**src/rtl/clock_set_controller_pkg.sv**
```systemverilog
// Shared types and constants for the HH:MM time-setting controller.
package clock_pkg;

  typedef enum logic [1:0] {
    ST_RUN     = 2'd0,
    ST_SET_HR  = 2'd1,
    ST_SET_MIN = 2'd2,
    ST_COMMIT  = 2'd3
  } state_e;

  localparam logic [4:0] MAX_HOUR = 5'd23;
  localparam logic [5:0] MAX_MIN  = 6'd59;

  localparam logic [3:0] MASK_HOURS   = 4'b1100;
  localparam logic [3:0] MASK_MINUTES = 4'b0011;

  // Range-wrapping step: the result stays inside 0..max_v by comparison, never by modulo.
  function automatic logic [5:0] wrap_step(input logic [5:0] v, input logic [5:0] max_v,
                                           input logic up);
    if (up) return (v == max_v) ? 6'd0 : v + 6'd1;
    else    return (v == 6'd0)  ? max_v : v - 6'd1;
  endfunction

endpackage

```
**src/rtl/clock_set_controller_if.sv**
```systemverilog
// Timekeeper/display-facing signal bundle of the time-setting controller.
interface clock_set_controller_if;
  logic [4:0] cur_hours;
  logic [5:0] cur_minutes;
  logic       pause;
  logic       load;
  logic [4:0] load_hours;
  logic [5:0] load_minutes;
  logic [4:0] edit_hours;
  logic [5:0] edit_minutes;
  logic [3:0] blank_mask;

  modport master (
    input  cur_hours, cur_minutes,
    output pause, load, load_hours, load_minutes, edit_hours, edit_minutes, blank_mask
  );

  modport slave (
    output cur_hours, cur_minutes,
    input  pause, load, load_hours, load_minutes, edit_hours, edit_minutes, blank_mask
  );
endinterface

```
**src/rtl/clock_set_controller_button_debounce.sv**
```systemverilog
// Push-button conditioner: 2-flop synchroniser, stability counter, one-cycle rising-edge pulse.
module button_debounce #(
  parameter int unsigned DEBOUNCE_CYCLES = 1_000_000
) (
  input  logic clk,
  input  logic rst,
  input  logic btn_i,
  output logic pulse_o
);

  localparam int unsigned CW = $clog2(DEBOUNCE_CYCLES + 1);

  logic          sync1_q, sync2_q, level_q, pulse_q;
  logic [CW-1:0] cnt_q;

  // Any cycle where the synced input agrees with the accepted level restarts the count.
  always_ff @(posedge clk) begin
    if (rst) begin
      sync1_q <= 1'b0;
      sync2_q <= 1'b0;
      level_q <= 1'b0;
      pulse_q <= 1'b0;
      cnt_q   <= '0;
    end else begin
      sync1_q <= btn_i;
      sync2_q <= sync1_q;
      pulse_q <= 1'b0;
      if (sync2_q == level_q) begin
        cnt_q <= '0;
      end else if (cnt_q == CW'(DEBOUNCE_CYCLES - 1)) begin
        cnt_q   <= '0;
        level_q <= sync2_q;
        pulse_q <= sync2_q;
      end else begin
        cnt_q <= cnt_q + CW'(1);
      end
    end
  end

  assign pulse_o = pulse_q;

endmodule

```
**src/rtl/clock_set_controller.sv**
```systemverilog
// Time-setting sequencer: debounced buttons drive an edit FSM that pauses the timekeeper,
// edits an HH:MM copy, commits it with a one-cycle load strobe and blinks the edited digits.
module clock_set_controller
  import clock_pkg::*;
#(
  parameter int unsigned DEBOUNCE_CYCLES = 1_000_000,
  parameter int unsigned BLINK_HALF      = 12_500_000,
  parameter int unsigned TIMEOUT_CYCLES  = 500_000_000
) (
  input  logic clk,
  input  logic rst,
  input  logic btn_mode,
  input  logic btn_inc,
  input  logic btn_dec,
  clock_set_controller_if.master tk
);

  localparam int unsigned IW = $clog2(TIMEOUT_CYCLES + 1);
  localparam int unsigned BW = $clog2(BLINK_HALF + 1);

  logic mode_p, inc_p, dec_p;

  button_debounce #(.DEBOUNCE_CYCLES(DEBOUNCE_CYCLES)) u_db_mode
    (.clk(clk), .rst(rst), .btn_i(btn_mode), .pulse_o(mode_p));
  button_debounce #(.DEBOUNCE_CYCLES(DEBOUNCE_CYCLES)) u_db_inc
    (.clk(clk), .rst(rst), .btn_i(btn_inc), .pulse_o(inc_p));
  button_debounce #(.DEBOUNCE_CYCLES(DEBOUNCE_CYCLES)) u_db_dec
    (.clk(clk), .rst(rst), .btn_i(btn_dec), .pulse_o(dec_p));

  state_e        state_q, state_d;
  logic [4:0]    edit_h_q, edit_h_d, load_h_q, load_h_d;
  logic [5:0]    edit_m_q, edit_m_d, load_m_q, load_m_d;
  logic [IW-1:0] idle_q, idle_d;
  logic [BW-1:0] blink_q, blink_d;
  logic          phase_q, phase_d;
  logic          pause_q, pause_d, load_q, load_d;
  logic [3:0]    blank_q, blank_d;

  always_ff @(posedge clk) begin
    if (rst) begin
      state_q  <= ST_RUN;
      edit_h_q <= '0;
      edit_m_q <= '0;
      load_h_q <= '0;
      load_m_q <= '0;
      idle_q   <= '0;
      blink_q  <= '0;
      phase_q  <= 1'b0;
      pause_q  <= 1'b0;
      load_q   <= 1'b0;
      blank_q  <= '0;
    end else begin
      state_q  <= state_d;
      edit_h_q <= edit_h_d;
      edit_m_q <= edit_m_d;
      load_h_q <= load_h_d;
      load_m_q <= load_m_d;
      idle_q   <= idle_d;
      blink_q  <= blink_d;
      phase_q  <= phase_d;
      pause_q  <= pause_d;
      load_q   <= load_d;
      blank_q  <= blank_d;
    end
  end

  always_comb begin
    state_d  = state_q;
    edit_h_d = edit_h_q;
    edit_m_d = edit_m_q;
    load_h_d = load_h_q;
    load_m_d = load_m_q;
    idle_d   = idle_q + IW'(1);
    blink_d  = blink_q + BW'(1);
    phase_d  = phase_q;
    if (blink_q == BW'(BLINK_HALF - 1)) begin
      blink_d = '0;
      phase_d = ~phase_q;
    end

    case (state_q)
      ST_RUN: begin
        idle_d  = '0;
        blink_d = '0;
        phase_d = 1'b0;
        if (mode_p) begin
          state_d  = ST_SET_HR;
          edit_h_d = tk.cur_hours;
          edit_m_d = tk.cur_minutes;
        end
      end
      ST_SET_HR, ST_SET_MIN: begin
        // mode outranks both timeout and inc/dec; opposing inc+dec cancel out.
        if (mode_p) begin
          state_d = (state_q == ST_SET_HR) ? ST_SET_MIN : ST_COMMIT;
          idle_d  = '0;
          blink_d = '0;
          phase_d = 1'b0;
        end else if (idle_q == IW'(TIMEOUT_CYCLES - 1)) begin
          state_d = ST_RUN;
        end else begin
          if (inc_p || dec_p) idle_d = '0;
          if (inc_p ^ dec_p) begin
            if (state_q == ST_SET_HR)
              edit_h_d = 5'(wrap_step({1'b0, edit_h_q}, {1'b0, MAX_HOUR}, inc_p));
            else
              edit_m_d = wrap_step(edit_m_q, MAX_MIN, inc_p);
          end
        end
      end
      default: begin
        state_d = ST_RUN;
        idle_d  = '0;
        blink_d = '0;
        phase_d = 1'b0;
      end
    endcase

    // Outputs are registered copies of the next-state decode.
    pause_d = (state_d != ST_RUN);
    load_d  = (state_d == ST_COMMIT);
    if (load_d) begin
      load_h_d = edit_h_d;
      load_m_d = edit_m_d;
    end
    blank_d = '0;
    if (phase_d && state_d == ST_SET_HR)  blank_d = MASK_HOURS;
    if (phase_d && state_d == ST_SET_MIN) blank_d = MASK_MINUTES;
  end

  assign tk.pause        = pause_q;
  assign tk.load         = load_q;
  assign tk.load_hours   = load_h_q;
  assign tk.load_minutes = load_m_q;
  assign tk.edit_hours   = edit_h_q;
  assign tk.edit_minutes = edit_m_q;
  assign tk.blank_mask   = blank_q;

endmodule
```
**src/flat_wrapper.sv**
```systemverilog
// flat-port wrapper written by rule: the top's interface ports become plain ports
module clock_set_controller_flat import clock_pkg::*;
#(
  parameter int unsigned DEBOUNCE_CYCLES = 1_000_000,
  parameter int unsigned BLINK_HALF      = 12_500_000,
  parameter int unsigned TIMEOUT_CYCLES  = 500_000_000
)
  (clk, rst, btn_mode, btn_inc, btn_dec, tk_cur_hours, tk_cur_minutes, tk_pause, tk_load, tk_load_hours, tk_load_minutes, tk_edit_hours, tk_edit_minutes, tk_blank_mask);
  clock_set_controller_if tk_i ();
  input  logic clk;
  input  logic rst;
  input  logic btn_mode;
  input  logic btn_inc;
  input  logic btn_dec;
  input wire logic [$bits(tk_i.cur_hours)-1:0] tk_cur_hours;
  input wire logic [$bits(tk_i.cur_minutes)-1:0] tk_cur_minutes;
  output wire logic [$bits(tk_i.pause)-1:0] tk_pause;
  output wire logic [$bits(tk_i.load)-1:0] tk_load;
  output wire logic [$bits(tk_i.load_hours)-1:0] tk_load_hours;
  output wire logic [$bits(tk_i.load_minutes)-1:0] tk_load_minutes;
  output wire logic [$bits(tk_i.edit_hours)-1:0] tk_edit_hours;
  output wire logic [$bits(tk_i.edit_minutes)-1:0] tk_edit_minutes;
  output wire logic [$bits(tk_i.blank_mask)-1:0] tk_blank_mask;
  assign tk_i.cur_hours = tk_cur_hours;
  assign tk_i.cur_minutes = tk_cur_minutes;
  assign tk_pause = tk_i.pause;
  assign tk_load = tk_i.load;
  assign tk_load_hours = tk_i.load_hours;
  assign tk_load_minutes = tk_i.load_minutes;
  assign tk_edit_hours = tk_i.edit_hours;
  assign tk_edit_minutes = tk_i.edit_minutes;
  assign tk_blank_mask = tk_i.blank_mask;
  clock_set_controller #(.DEBOUNCE_CYCLES(DEBOUNCE_CYCLES), .BLINK_HALF(BLINK_HALF), .TIMEOUT_CYCLES(TIMEOUT_CYCLES)) u_core (.clk(clk), .rst(rst), .btn_mode(btn_mode), .btn_inc(btn_inc), .btn_dec(btn_dec), .tk(tk_i));
endmodule
```
**config.mk**
```make
export PLATFORM = sky130hd
export DESIGN_NAME = clock_set_controller_flat
export DESIGN_NICKNAME = d
export VERILOG_FILES = /design/src/rtl/clock_set_controller_pkg.sv /design/src/rtl/clock_set_controller_if.sv /design/src/rtl/clock_set_controller_button_debounce.sv /design/src/rtl/clock_set_controller.sv /design/src/flat_wrapper.sv
export SDC_FILE = /design/constraint.sdc
export NUM_CORES = 1
export LEC_CHECK = 0
export CORE_UTILIZATION = 45
export DETAILED_ROUTE_END_ITERATION = 12
export PLACE_DENSITY = 0.71
export SYNTH_ARGS = -nofsm -noshare
export SYNTH_HDL_FRONTEND = slang
export SYNTH_SLANG_ARGS = --single-unit
```
**constraint.sdc**
```tcl
create_clock -name clk -period 2.1 [get_ports clk]
set_input_delay 0.21 -clock clk [delete_from_list [all_inputs] [get_ports clk]]
set_output_delay 0.21 -clock clk [all_outputs]
set_load 0.05 [all_outputs]
```
==> flow_metrics.py, run 1 <==
metrics = {
    "status": {
        "status": "completed",
    },
    "drt": {
        "wl_per_cell_um": 14.4,
        "dr.pass1.iters": 5,
        "routed_wl_um": 17100,
        "viasPerCell": 5.34,
        "drc": 0,
        "detail-route-antenna-nets": 0,
        "drt_iter0_markers": 414,
        "vias": 6368,
    },
    "final_layout": {
        "fin_nets": 996,
        "mostFrequentLayoutCell": "nor2_1",
        "final_area_mm2": 0.00934,
        "final_cell_mix": "154 x nor2_1, 145 x dfxtp_1, 76 x xnor2_1",
        "drive_gt1_share_pct": 15.4,
        "area_growth_pct": 25.7,
        "num_antenna_cells": 0,
    },
    "logic_synthesis": {
        "synth_cell_types": 69,
        "netlist_area_mm2": 0.00743,
        "ys_seq_area_share_pct": 41.5,
        "synthArstFlopShare_pct": 0,
        "yosysWarnings": 0,
        "synth_edf_count": 0,
        "ys_ff_latch": 154,
        "syn_area_per_cell_um2": 8.51,
        "synthesis.nets": 903,
        "synthCells": 873,
        "ys.flop_type": "dfxtp_1",
    },
    "place": {
        "dp_slack_ns": -0.159,
        "dpl.hpwl_um": 11800,
        "place_area_mm2": 0.00853,
        "gp_congestion": 0.923,
        "port_buffers": 43,
    },
    "pwr": {
        "clockPowerShare_pct": 49.9,
        "combPwrFrac_pct": 1.3,
        "power.leakage_nw": 3.11,
        "internal_power_w": 0.00483,
        "p_switching_w": 0.00117,
        "swShare_pct": 19.6,
        "cellPowerDensity_mw_per_mm2": 643,
        "seqPwrFrac_pct": 48.9,
        "peakVddDrop_uv": 570,
    },
    "cts": {
        "cts.sinks": 154,
        "clock_latency_ns": 0.43,
        "cts_root_buffer": "clkbuf_16",
        "htree_levels": 4,
        "cts_tree": "done",
        "cts_made_buffers": 17,
        "path_clk_slew_ns": 0.06,
        "clk_path_buf_depth": 2,
    },
    "sta": {
        "period_share_pct": 99.2,
        "tightest_slew_ns": 0.631,
        "min_period_ns": 2.08,
        "max_freq_mhz": 480,
        "tns_ns": 0,
        "rsz0062_at_grt": "true",
        "slew_viol_final": 0,
        "setup_viol": 0,
        "layout_setup_ws_ns": 0.0170,
        "hold_violations": 0,
        "slew_headroom_pct": 57.8,
        "finClkSkew_ns": 0.00658,
    },
    "critical_path": {
        "end_kind": "flip-flop",
        "critical_path_arrival_ns": 2.41,
        "cp.required_ns": 2.43,
        "critical_path_class": "reg -> reg",
        "crit_fanout": 6,
        "cp-start-kind": "flip-flop",
    },
    "global_routing": {
        "grt_max_degree": 30,
        "grt_pass1_wl_um": 28300,
        "overflow": 0,
        "antenna_found_initial": 0,
        "grt_pass1_vias": 5995,
        "grtUsageTotal_pct": 21.0,
    },
    "flow_run": {
        "timing.max_cap.violations": 0,
    },
    "die": {
        "dieArea_mm2": 0.0170,
        "start_util_pct": 46.4,
        "std_cell_rows": 46,
        "core_area_mm2": 0.0160,
        "fp.dieW_um": 130,
        "top_level_ports": 44,
        "fp.dieH_um": 130,
    },
    "min_path": {
        "hold_path_class": "in -> reg",
    },
}
## routing by layer
| layer | wire length [um] | up-vias | track usage, % |
|---|---|---|---|
| li1 | - | 3234 | - |
| met1 | 7780 | 2946 | 26.8 |
| met2 | 8020 | 157 | 33.3 |
| met3 | 991 | 31 | 6.07 |
| met4 | 361 | 0 | 8.59 |
| met5 | 0 | - | 0 |
## power groups by stage
stage           logic, W  clock network [W]  registers, W
6_report       0.0000756            0.00299       0.00293
5_1_grt        0.0000808            0.00320       0.00293
4_1_cts        0.0000741            0.00307       0.00293
3_5_place_dp   0.0000737                  0       0.00300
3_3_place_gp   0.0000734                  0       0.00300
2_1_floorplan  0.0000264                  0       0.00300
## cell families (layout without fill, tap and decap cells)
family | after synthesis | after routing | share of synthesized area, %
AND/OR/NAND/NOR | 411 | 411 | 28.2
adder cells (fa/ha/maj) | 14 | 14 | 2.36
buffers and inverters | 77 | 180 | 4.29
multiplexers | 11 | 11 | 1.62
XOR/XNOR | 108 | 108 | 12.7
flip-flops | 154 | 154 | 41.5
AO/OA/AOI/OAI | 98 | 99 | 9.33
## cells in the mapped netlist, drive strengths merged, types with 5 or more instances
cell type  count  share of area, %
clkbuf        28               1.4
and2           6              0.52
a311oi        10               1.2
nand4         20               1.8
a211oi        13               1.3
ha            14               2.4
and3          15               1.3
nor4          25               2.3
or4            7              0.71
nand3         42               2.8
nand2         55               2.8
a31oi          5              0.51
or3           10              0.84
xnor2         76               9.0
nor2b          9              0.76
dfxtp        154                42
a21oi         30               2.1
nor3          27               1.8
buf           10              0.89
xor2          32               3.8
mux2i          9               1.2
and4          11               1.3
nor2         154               7.8
nand2b         5              0.42
o21ai          7              0.52
nand3b         5              0.51
inv           38               1.9
## critical path, stage by stage, from the launching register on
cell and delay [ns]:
dfxtp_1 0.31, or4bb_4 0.56, nor4_4 0.23, buf_6 0.17, a21oi_4 0.07, buf_6 0.13
o21a_4 0.24, a311oi_2 0.28
## state kept, by name, summed over array words and instances, names as in the netlist, 5 cells and up
signal and cells:
u_core.blink_q 24, u_core.idle_q 29, u_core.tk.edit_hours 5, u_core.tk.edit_minutes 6, u_core.tk.load_hours 5, u_core.tk.load_minutes 6, u_core.u_db_dec.cnt_q 20, u_core.u_db_inc.cnt_q 20
u_core.u_db_mode.cnt_q 20
## what timing repair did
| action | CTS | global route |
|---|---|---|
| endpoints found under the setup margin | 11 | 18 |
| setup buffers | 0 | 3 |
| hold buffers | 0 | 0 |
| cloned | 0 | 1 |
| pin swaps | 2 | 11 |
| resized for setup | 7 | 40 |
## through the flow
stage	hold WS (ns)	utilization (%)	power (W)	instances
2_1_floorplan	0.338	-	0.00302	873
3_3_place_gp	0.421	53.3	0.00307	1159
3_5_place_dp	0.425	53.3	0.00307	1159
4_1_cts	0.362	57.1	0.00608	1189
5_1_grt	0.356	58.4	0.00621	1193
6_report	0.369	58.4	0.00600	1193
## worst paths after layout
| path | startpoint | end | slack [ns] | cells after the start |
|---|---|---|---|---|
| max reg2reg | u_core.idle_q[25]$_SDFF_PP0_ | u_core.tk.load_hours[3]$_SDFFE_PP0P_ | 0.02 | 7 |
| min | btn_inc | u_core.u_db_inc.sync1_q$_SDFF_PP0_ | 0.37 | 2 |
| max | u_core.idle_q[25]$_SDFF_PP0_ | u_core.tk.load_hours[3]$_SDFFE_PP0P_ | 0.02 | 7 |
| min reg2reg | u_core.u_db_mode.sync1_q$_SDFF_PP0_ | u_core.u_db_mode.sync2_q$_SDFF_PP0_ | 0.44 | 1 |
## cell type report
cell class,instances,area (um2)
flip-flops and latches,154,3090
fillers,1417,6660
inverters,39,146
clock inverters,6,88.8
repair buffers,111,1030
multi-input cells,643,4220
clock buffers,24,492
well taps,216,270
(Power assumes the default switching activity.)
==> run 2, diff against run 1 <==
--- a/config.mk
+++ b/config.mk
@@ -5,6 +5,8 @@
 export SDC_FILE = /design/constraint.sdc
 export NUM_CORES = 1
 export LEC_CHECK = 0
+export CORE_ASPECT_RATIO = 0.5
+export CORE_MARGIN = 4
 export CORE_UTILIZATION = 45
 export DETAILED_ROUTE_END_ITERATION = 12
 export PLACE_DENSITY = 0.71
==> flow_metrics.py, run 2 (synthesis results as in run 1) <==
metrics = {
    "final_layout": {
        "register_area_mm2": 0.00309,
        "mostFrequentLayoutCell": "nor2_1",
        "final_cell_mix": "154 x nor2_1, 148 x dfxtp_1, 76 x xnor2_1",
        "largestRegisters": "u_core.idle_q x29, u_core.blink_q x24",
        "n_fill_cell": 1387,
        "drive_gt1_share_pct": 14.4,
        "multi_input_area_mm2": 0.00419,
        "final_area_mm2": 0.00925,
        "largest_register_ffs": 29,
        "area_growth_pct": 24.5,
        "largest-register": "u_core.idle_q",
        "fin_nets": 990,
        "num_antenna_cells": 0,
        "finalNonFillerCells": 1193,
    },
    "sta": {
        "period_share_pct": 98.1,
        "max_freq_mhz": 486,
        "fin_hold_ws_ns": 0.345,
        "slew_viol_final": 0,
        "hold_violations": 0,
        "min_period_ns": 2.06,
        "setup_viol": 0,
        "tightest_slew_ns": 0.505,
        "slew_headroom_pct": 66.2,
        "finClkSkew_ns": 0.0100,
        "layout_setup_ws_ns": 0.0403,
    },
    "place": {
        "dpl.hpwl_um": 12100,
        "dp_cells": 1161,
        "dp_slack_ns": -0.0659,
        "gp_congestion": 0.904,
        "place_area_mm2": 0.00848,
        "port_buffers": 43,
    },
    "critical_path": {
        "end_kind": "flip-flop",
        "critical_path_arrival_ns": 2.38,
        "rrSetupSlack_ns": 0.04,
        "path_cells": "inv_1, ha_1, inv_1, or4_4, a21oi_4, buf_6, a211oi_1, a311oi_1",
        "cpMaxStageDelayCell": "or4_4",
        "worst-path-buf-inv": 3,
        "crit_fanout": 6,
        "worst_path_most_repeated_cell": "inv_1",
        "slowest_delay_ns": 0.54,
        "cp-start-kind": "flip-flop",
        "cpLargestDelayFamily": "simple AND/OR/NAND/NOR gates",
        "cp.depth": 8,
        "r2r_cells": 8,
        "r2r-start": "u_core.state_q[1]$_SDFF_PP0_",
        "critical_path_class": "reg -> reg",
        "cp.required_ns": 2.42,
        "r2r_end": "u_core.tk.load_minutes[5]$_SDFFE_PP0P_",
    },
    "global_routing": {
        "grt_pass1_vias": 6200,
        "grtUsageTotal_pct": 18.3,
        "antenna_found_initial": 0,
        "overflow": 0,
        "grt_pass1_wl_um": 28800,
        "grt_max_degree": 30,
    },
    "min_path": {
        "hold_path.startpoint": "btn_inc",
        "whs_path_depth": 2,
        "hold_end": "u_core.u_db_inc.sync1_q$_SDFF_PP0_",
        "hold_path_class": "in -> reg",
    },
    "drt": {
        "viasPerCell": 5.45,
        "detail-route-antenna-nets": 0,
        "routed_wl_um": 17400,
        "drt_iter0_markers": 499,
        "drc": 0,
        "wl_per_cell_um": 14.6,
        "vias": 6507,
        "dr.pass1.iters": 5,
    },
    "die": {
        "top_level_ports": 44,
        "dieArea_mm2": 0.0188,
        "fp.dieH_um": 98.9,
        "std_cell_rows": 32,
        "start_util_pct": 47.1,
        "core_area_mm2": 0.0158,
        "fp.dieW_um": 190,
    },
    "status": {
        "status": "completed",
    },
    "pwr": {
        "cellPowerDensity_mw_per_mm2": 666,
        "power.leakage_nw": 3.01,
        "peakVddDrop_uv": 558,
        "power_w": 0.00616,
    },
    "cts": {
        "cts_tree": "done",
        "htree_levels": 4,
        "clk_path_buf_depth": 2,
        "cts_made_buffers": 17,
        "cts_root_buffer": "clkbuf_16",
        "clock_latency_ns": 0.42,
        "path_clk_slew_ns": 0.06,
        "cts.sinks": 154,
    },
    "flow_run": {
        "timing.max_cap.violations": 0,
    },
}
-- run 2: cell types whose count changed in the layout (fill, tap and decap cells not counted), moves of 3 or more --
| cell | previous run | this run |
|---|---|---|
| a311oi_1 | 2 | 9 |
| a311oi_2 | 8 | 1 |
| buf_4 | 60 | 57 |
| clkbuf_8 | 4 | 0 |
| clkdlybuf4s50_1 | 38 | 42 |
| dfxtp_1 | 145 | 148 |
| dfxtp_2 | 9 | 6 |
| dlymetal6s2s_1 | 5 | 1 |
| inv_6 | 0 | 3 |
-- run 2: worst register-to-register path, cell delays in order (launching register included) --
cell	delay, ns
dfxtp_2	0.34
inv_1	0.08
ha_1	0.31
inv_1	0.07
or4_4	0.54
a21oi_4	0.20
buf_6	0.15
a211oi_1	0.06
a311oi_1	0.22
-- run 2: final cells by class --
class / instances / area share [%]
clock buffer: 19 / 4.68
clock inverter: 12 / 1.79
inverter: 39 / 1.58
multi-input combinational: 642 / 45.2
sequential: 154 / 33.4
tap: 221 / 2.99
timing repair buffer: 106 / 10.3
-- run 2: report_power, final --
group / total, W / switching [W] / internal (W)
logic: 0.0000720 / 0.0000333 / 0.0000387
clock network: 0.00315 / 0.00127 / 0.00188
registers: 0.00293 / 0.00000464 / 0.00293
total: 0.00616 / 0.00131 / 0.00485
-- run 2: per-stage QoR --
stage          TNS [ns]  utilization (%)
5_1_grt         -0.0914             58.6
6_report              0             58.6
2_1_floorplan         0                -
3_3_place_gp          0             53.8
3_5_place_dp     -0.556             53.8
4_1_cts               0             57.6
-- run 2: worst max-delay path by stage --
stage                                             from                                      to
after CTS                 u_core.state_q[1]$_SDFF_PP0_  u_core.tk.load_minutes[3]$_SDFFE_PP0P_
after floorplan            u_core.idle_q[0]$_SDFF_PP0_            u_core.idle_q[28]$_SDFF_PP0_
after detailed placement  u_core.state_q[1]$_SDFF_PP0_  u_core.tk.load_minutes[5]$_SDFFE_PP0P_
after global routing      u_core.state_q[1]$_SDFF_PP0_    u_core.tk.load_hours[0]$_SDFFE_PP0P_
after global placement    u_core.state_q[1]$_SDFF_PP0_    u_core.tk.load_hours[1]$_SDFFE_PP0P_
final                     u_core.state_q[1]$_SDFF_PP0_  u_core.tk.load_minutes[5]$_SDFFE_PP0P_
-- run 2: repair_timing --
action | 4_1_cts | 5_1_grt
resized for setup | 3 | 36
pin swaps | 1 | 11
buffers inserted | 0 | 1
endpoints found under the setup margin | 11 | 88
hold buffers | 0 | 0
-- run 2: routing by layer --
metal | share of wire (%) | vias to the layer above | GRT usage, %
met1 | 46 | 3079 | 22.9
met4 | 2.3 | 0 | 7.33
met3 | 4.0 | 41 | 4.28
met2 | 48 | 163 | 30.9
li1 | - | 3224 | -
met5 | 0 | - | 0
